### config.mk
export PLATFORM = sky130hd
export DESIGN_NAME = atari_board_ctrl
export DESIGN_NICKNAME = d
export VERILOG_FILES = /design/src/rtl/atari_board_ctrl.sv
export SDC_FILE = /design/constraint.sdc
export NUM_CORES = 1
export LEC_CHECK = 0
export ABC_AREA = 1
export BUFFER_PORTS_ARGS = -buffer_cell sky130_fd_sc_hd__buf_2
export CORE_ASPECT_RATIO = 0.75
export CORE_MARGIN = 1.5
export CORE_UTILIZATION = 30
export DETAILED_ROUTE_END_ITERATION = 16
export PLACE_DENSITY_LB_ADDON = 0.05
export SETUP_SLACK_MARGIN = 0.05
export SYNTH_ARGS = -nofsm -noshare
export SYNTH_HDL_FRONTEND = slang
export SYNTH_SLANG_ARGS = --single-unit
### constraint.sdc
create_clock -name clk -period 1.6 [get_ports clk]
set_input_delay 0.16 -clock clk [delete_from_list [all_inputs] [get_ports clk]]
set_output_delay 0.16 -clock clk [all_outputs]
set_load 0.005 [all_outputs]
### src/rtl/atari_board_ctrl.sv
// atari_board_ctrl: board-level glue between the iCEBreaker buttons/PLL and the
// Atari 2600 core. It sequences the core reset (power-on hold and long-press reset),
// debounces the buttons onto the core input bus, and drives a heartbeat LED.
// Optional build macro ATARI_AUTOFIRE_EN turns a held FIRE into an autofire square wave.
//
// state     | meaning
// ----------+-------------------------------------------------------------
// POR      0| core held in reset until PLL has been locked POR_CYCLES clocks
// RUN      1| core running, buttons passed through
// ARMED    2| reset button held, timing the long press
// RESET    3| forced core reset pulse of RST_PULSE_CYCLES clocks
// WAIT_REL 4| core running, console RESET masked until the button is released
module atari_board_ctrl #(
  parameter int POR_CYCLES       = 1024,
  parameter int HOLD_CYCLES      = 25200000,
  parameter int RST_PULSE_CYCLES = 64,
  parameter int DEBOUNCE_CYCLES  = 16,
  parameter int AUTOFIRE_CYCLES  = 420000
) (
  input  logic       clk,
  input  logic       rst_n,
  input  logic       pll_locked,
  input  logic       btn_n,
  input  logic       btn1,
  input  logic       btn2,
  input  logic       btn3,
  output logic       core_rst_n,
  output logic [7:0] ui_in,
  output logic       led_heartbeat,
  output logic [2:0] state
);

  typedef enum logic [2:0] {
    ST_POR      = 3'd0,
    ST_RUN      = 3'd1,
    ST_ARMED    = 3'd2,
    ST_RESET    = 3'd3,
    ST_WAIT_REL = 3'd4
  } state_t;

  localparam int MAX_AB  = (POR_CYCLES > HOLD_CYCLES) ? POR_CYCLES : HOLD_CYCLES;
  localparam int MAX_ABC = (MAX_AB > RST_PULSE_CYCLES) ? MAX_AB : RST_PULSE_CYCLES;
  localparam int MAX_CYC = (MAX_ABC > AUTOFIRE_CYCLES) ? MAX_ABC : AUTOFIRE_CYCLES;
  localparam int CW      = (MAX_CYC > 1) ? $clog2(MAX_CYC) : 1;
  localparam int DBW     = $clog2(DEBOUNCE_CYCLES + 1);
  localparam int HBW     = (HOLD_CYCLES > 1) ? $clog2(HOLD_CYCLES) : 1;

  localparam logic [CW-1:0]  POR_LAST   = CW'(POR_CYCLES - 1);
  localparam logic [CW-1:0]  HOLD_LAST  = CW'(HOLD_CYCLES - 1);
  localparam logic [CW-1:0]  PULSE_LAST = CW'(RST_PULSE_CYCLES - 1);
  localparam logic [DBW-1:0] DB_LAST    = DBW'(DEBOUNCE_CYCLES - 1);
  localparam logic [HBW-1:0] HB_LAST    = HBW'(HOLD_CYCLES - 1);

  // All buttons are handled as active-high "pressed"; bit 0 is the inverted reset
  // button, so a cleared debounced bit 0 means btn_n is released.
  logic [3:0]          raw, sync1, sync2, db;
  logic [3:0][DBW-1:0] db_cnt;
  state_t              state_q, state_d;
  logic [CW-1:0]       cnt_q, cnt_d;
  logic [HBW-1:0]      hb_cnt;
  logic [7:0]          ui_d;
  logic                run_like_d;
  logic                fire_bit;

  assign raw = {btn3, btn2, btn1, ~btn_n};

  // Two-flop synchronizer for every raw button.
  always_ff @(posedge clk or negedge rst_n) begin
    if (!rst_n) begin
      sync1 <= '0;
      sync2 <= '0;
    end else begin
      sync1 <= raw;
      sync2 <= sync1;
    end
  end

  // Debouncer: accept a change only after DEBOUNCE_CYCLES consecutive differing samples.
  always_ff @(posedge clk or negedge rst_n) begin
    if (!rst_n) begin
      db     <= '0;
      db_cnt <= '0;
    end else begin
      for (int i = 0; i < 4; i++) begin
        if (sync2[i] == db[i]) begin
          db_cnt[i] <= '0;
        end else if (db_cnt[i] == DB_LAST) begin
          db[i]     <= sync2[i];
          db_cnt[i] <= '0;
        end else begin
          db_cnt[i] <= db_cnt[i] + 1'b1;
        end
      end
    end
  end

  // FSM state and shared timer register.
  always_ff @(posedge clk or negedge rst_n) begin
    if (!rst_n) begin
      state_q <= ST_POR;
      cnt_q   <= '0;
    end else begin
      state_q <= state_d;
      cnt_q   <= cnt_d;
    end
  end

  // Next-state logic; losing PLL lock overrides everything outside POR.
  always_comb begin
    state_d = state_q;
    cnt_d   = cnt_q;
    case (state_q)
      ST_POR: begin
        if (!pll_locked) begin
          cnt_d = '0;
        end else if (cnt_q == POR_LAST) begin
          state_d = ST_RUN;
          cnt_d   = '0;
        end else begin
          cnt_d = cnt_q + 1'b1;
        end
      end
      ST_RUN: begin
        if (db[0]) begin
          state_d = ST_ARMED;
          cnt_d   = '0;
        end
      end
      ST_ARMED: begin
        if (!db[0]) begin
          state_d = ST_RUN;
          cnt_d   = '0;
        end else if (cnt_q == HOLD_LAST) begin
          state_d = ST_RESET;
          cnt_d   = '0;
        end else begin
          cnt_d = cnt_q + 1'b1;
        end
      end
      ST_RESET: begin
        if (cnt_q == PULSE_LAST) begin
          state_d = ST_WAIT_REL;
          cnt_d   = '0;
        end else begin
          cnt_d = cnt_q + 1'b1;
        end
      end
      ST_WAIT_REL: begin
        if (!db[0]) state_d = ST_RUN;
      end
      default: begin
        state_d = ST_POR;
        cnt_d   = '0;
      end
    endcase
    if (state_q != ST_POR && !pll_locked) begin
      state_d = ST_POR;
      cnt_d   = '0;
    end
  end

`ifdef ATARI_AUTOFIRE_EN
  localparam logic [CW-1:0] AF_LAST = CW'(AUTOFIRE_CYCLES - 1);
  logic [CW-1:0] af_cnt;
  logic          af_phase;

  // Autofire square wave; restarts high on every press and whenever the core is held.
  always_ff @(posedge clk or negedge rst_n) begin
    if (!rst_n) begin
      af_cnt   <= '0;
      af_phase <= 1'b1;
    end else if (!db[1] || state_d == ST_POR || state_d == ST_RESET) begin
      af_cnt   <= '0;
      af_phase <= 1'b1;
    end else if (af_cnt == AF_LAST) begin
      af_cnt   <= '0;
      af_phase <= ~af_phase;
    end else begin
      af_cnt <= af_cnt + 1'b1;
    end
  end

  assign fire_bit = db[1] & af_phase;
`else
  assign fire_bit = db[1];
`endif

  // Outputs are decoded from the next state so they line up with the state register.
  always_comb begin
    ui_d       = '0;
    run_like_d = (state_d == ST_RUN) || (state_d == ST_ARMED) || (state_d == ST_WAIT_REL);
    if (state_d != ST_POR && state_d != ST_RESET) begin
      ui_d[0] = db[0] && (state_d == ST_RUN || state_d == ST_ARMED);
      ui_d[1] = fire_bit;
      ui_d[5] = db[2];
      ui_d[6] = db[3];
    end
  end

  // Registered core reset and input bus.
  always_ff @(posedge clk or negedge rst_n) begin
    if (!rst_n) begin
      core_rst_n <= 1'b0;
      ui_in      <= '0;
    end else begin
      core_rst_n <= run_like_d;
      ui_in      <= ui_d;
    end
  end

  // Free-running heartbeat, independent of the FSM.
  always_ff @(posedge clk or negedge rst_n) begin
    if (!rst_n) begin
      hb_cnt        <= '0;
      led_heartbeat <= 1'b0;
    end else if (hb_cnt == HB_LAST) begin
      hb_cnt        <= '0;
      led_heartbeat <= ~led_heartbeat;
    end else begin
      hb_cnt <= hb_cnt + 1'b1;
    end
  end

  assign state = state_q;

endmodule
==> flow_summary.toml <==
[run_status]
status = "finished, violations left"
violations = "negative setup slack"

[routing]
drt-wirelength-per-cell_microns = 13.4
dr.pass1.iters = 5
drc = 0
drt-total-wl_microns = 12200
num_vias = 4038
ant_nets = 0
drt_iter0_drc = 191
viasPerCell = 4.44

[pwr]
vdd.ir_drop.worst_mv = 0.474
p_leak_uw = 0.00324
power_uw = 5060
power.density_nw_per_um2 = 766

[finish]
seqCellArea_sq_um = 2280
diodes = 0
multi_input_area_sq_um = 2440
drive_gt1_share_pct = 34.9
final_nets = 714
stdcell_area_sq_um = 6610
area_delta_synth_final_pct = 40.2
fillers = 1554

[worst_setup_path]
cp_top_family = "simple AND/OR/NAND/NOR gates"
cp.arrival_ns = 1.98
start_kind = "register"
r2r-start = "cnt_q[1]"
cp.depth = 10
critPathMostFrequentCell = "nand3_4"
slowest_stage = "dfrtp_1"
critPathMaxStageDelay_ns = 0.38
critPathBufInv = 1
crit_path_end_kind = "register"
crit_required_ns = 1.83
path_cells = "ha_4 > nand3_4 > nor3_4 > buf_4 > and3_4 > nand3_4 > nor2_1 > nand2_1 > nand3_1 > o21ai_1"
r2r.worst_path.cells = 10
critical_path.max_fanout = 3
timing_worst_setup_path_type = "register to register"
cp-startpoint = "cnt_q[1]"

[min_path]
hold_class = "input pin to register"
hp-start = "pll_locked"
hold_depth = 4

[timing]
rsz0062_at_grt = "yes"
setup_viol = 30
maxSlewViolCount = 0
skew_ns = 0.00755
fin_crit_ns = 1.75
whs_ns = 0.235
tns_ns = -2.37
finalCritPeriodShare_pct = 109
setup_slack_ns = -0.151
fmax_mhz = 571
final_hold_viol_count = 0

[clocking]
clock_tree.buffer_depth = 2
clkSinkCount = 91
clockRootBuffer = "clkbuf_16"
worstSkewPairLatency_ns = 0.35
cts_max_level = 3
cts_tree = "done"
cts_made_buffers = 9
path_clk_slew_ns = 0.07

[synth]
ys_types = 39
synth_warnings = 0
synthArstFlopShare_pct = 100
yosysSeqAreaShare_pct = 48.3
avgSynthCellArea_sq_um = 8.36
synth_seq_cells = 91
syn_area_sq_um = 4720
synth_edf_count = 0
synth_cells = 564
ys.flop_type = "dfrtp_1"

[global_route]
antenna_found_initial = 0
grt_max_degree = 54
grt_pass1_vias = 3960
grt_pass1_wl_microns = 20300
grt_overflow = 0
grt_use_total_pct = 15.7

[run]
cap_viol_max_count = 0

[die]
die_area_sq_um = 16500
initial_core_util_pct = 30.9
io_pins = 20
rows = 39
core_area_sq_um = 15300
die_x_microns = 148
die_y_microns = 112

[placed_design]
dpl_cell_area_sq_um = 5700
io_buffers = 15
hpwl_microns = 8950
routabilityCongestion = 0.803
==> where the power goes <==
group	total [uW]	internal (uW)	leakage, uW	switching [uW]
sequential	2420	2370	0.00122	54.4
combinational	627	260	0.00188	367
clock	2020	1060	0.000137	951
total	5060	3690	0.00324	1370
==> cells in the final DEF, fill, tap and decap left out, types with 10 or more instances in the layout <==
cell	instances
nand4_1	17
nand3_1	26
nor2_1	58
buf_2	14
nand3_2	10
buf_4	105
a21oi_1	11
nand2_2	11
xor2_1	30
nand2_1	86
inv_1	79
dfrtp_1	85
nor2_2	16
nor3_1	12
==> cell usage after synthesis, drive strengths merged (5+ instances only) <==
cell type / instances / share of area (%)
o21ai: 24 / 2.8
nand4: 18 / 2.5
nor2: 80 / 6.8
a21oi: 15 / 1.6
nand3: 41 / 4.9
and3: 5 / 0.66
buf: 9 / 1.4
o22ai: 12 / 1.6
ha: 6 / 1.6
dfrtp: 91 / 48
xor2: 31 / 5.8
nand2: 99 / 8.2
inv: 87 / 6.9
xnor2: 8 / 1.5
nor4: 6 / 0.93
nor3: 20 / 2.6
==> worst reg2reg max path, cell delays in order, from the launching register on <==
cell and delay (ns):
dfrtp_1 0.38, ha_4 0.18, nand3_4 0.10, nor3_4 0.25, buf_4 0.16, and3_4 0.20
nand3_4 0.09, nor2_1 0.10, nand2_1 0.05, nand3_1 0.07, o21ai_1 0.06
==> state kept, by name, indices dropped and copies added (netlist names) <==
name           flops
cnt_q             25
core_rst_n         1
db                 4
db_cnt            20
hb_cnt            25
led_heartbeat      1
state              3
sync1              4
sync2              4
ui_in              4
==> cell families (layout without fill, tap and decap cells) <==
kind of cell / count (synthesis) / in the layout / synth area share (%)
simple gates: 270 / 270 / 26.8
buf+inv: 97 / 235 / 8.36
flops: 91 / 91 / 48.3
compound gates: 57 / 57 / 6.93
xor+xnor: 39 / 39 / 7.24
fa+ha+maj: 6 / 6 / 1.59
mux: 3 / 3 / 0.716
other cells: 1 / 4 / 0.0795
==> metrics by stage <==
stage	cells	worst slack, ns	util (%)
floorplan	567	0.0231	-
global placement	865	-0.200	37.3
detailed placement	865	-0.209	37.3
CTS	894	-0.156	41.1
global route	910	-0.289	43.3
finish	910	-0.151	43.3
==> final cells by class <==
| class | instances | share of cell area [%] |
|---|---|---|
| Sequential cell | 91 | 34.6 |
| Clock buffer | 9 | 3.41 |
| Inverter | 87 | 4.98 |
| Timing Repair Buffer | 133 | 15.6 |
| Multi-Input combinational cell | 379 | 36.8 |
| Tap cell | 205 | 3.88 |
| Clock inverter | 6 | 0.738 |
==> layer usage <==
| metal | vias up | routed length [microns] | track usage [%] |
|---|---|---|---|
| met5 | - | 0 | 0 |
| met4 | 0 | 99 | 3.60 |
| met3 | 6 | 470 | 3.77 |
| met2 | 53 | 5020 | 21.9 |
| met1 | 1900 | 6560 | 24.1 |
| li1 | 2079 | - | - |
==> final timing paths <==
kind | endpoint | slack (ns)
worst max-delay path | cnt_q[24] | -0.15
worst min-delay path | state[0] | 0.24
worst max register to register | cnt_q[24] | -0.15
worst min register to register | sync2[0] | 0.35
max in group asynchronous | hb_cnt[9] | 0.74
min in group asynchronous | cnt_q[9] | 0.25
==> what timing repair did <==
action	in CTS	in global routing
buffers inserted	9	16
setup endpoints to repair	45	51
gates resized for setup	54	53
hold buffers	5	0
hold endpoints to repair	24	0
pin swaps	15	20
No activity file was read; power rests on OpenSTA's default activity.
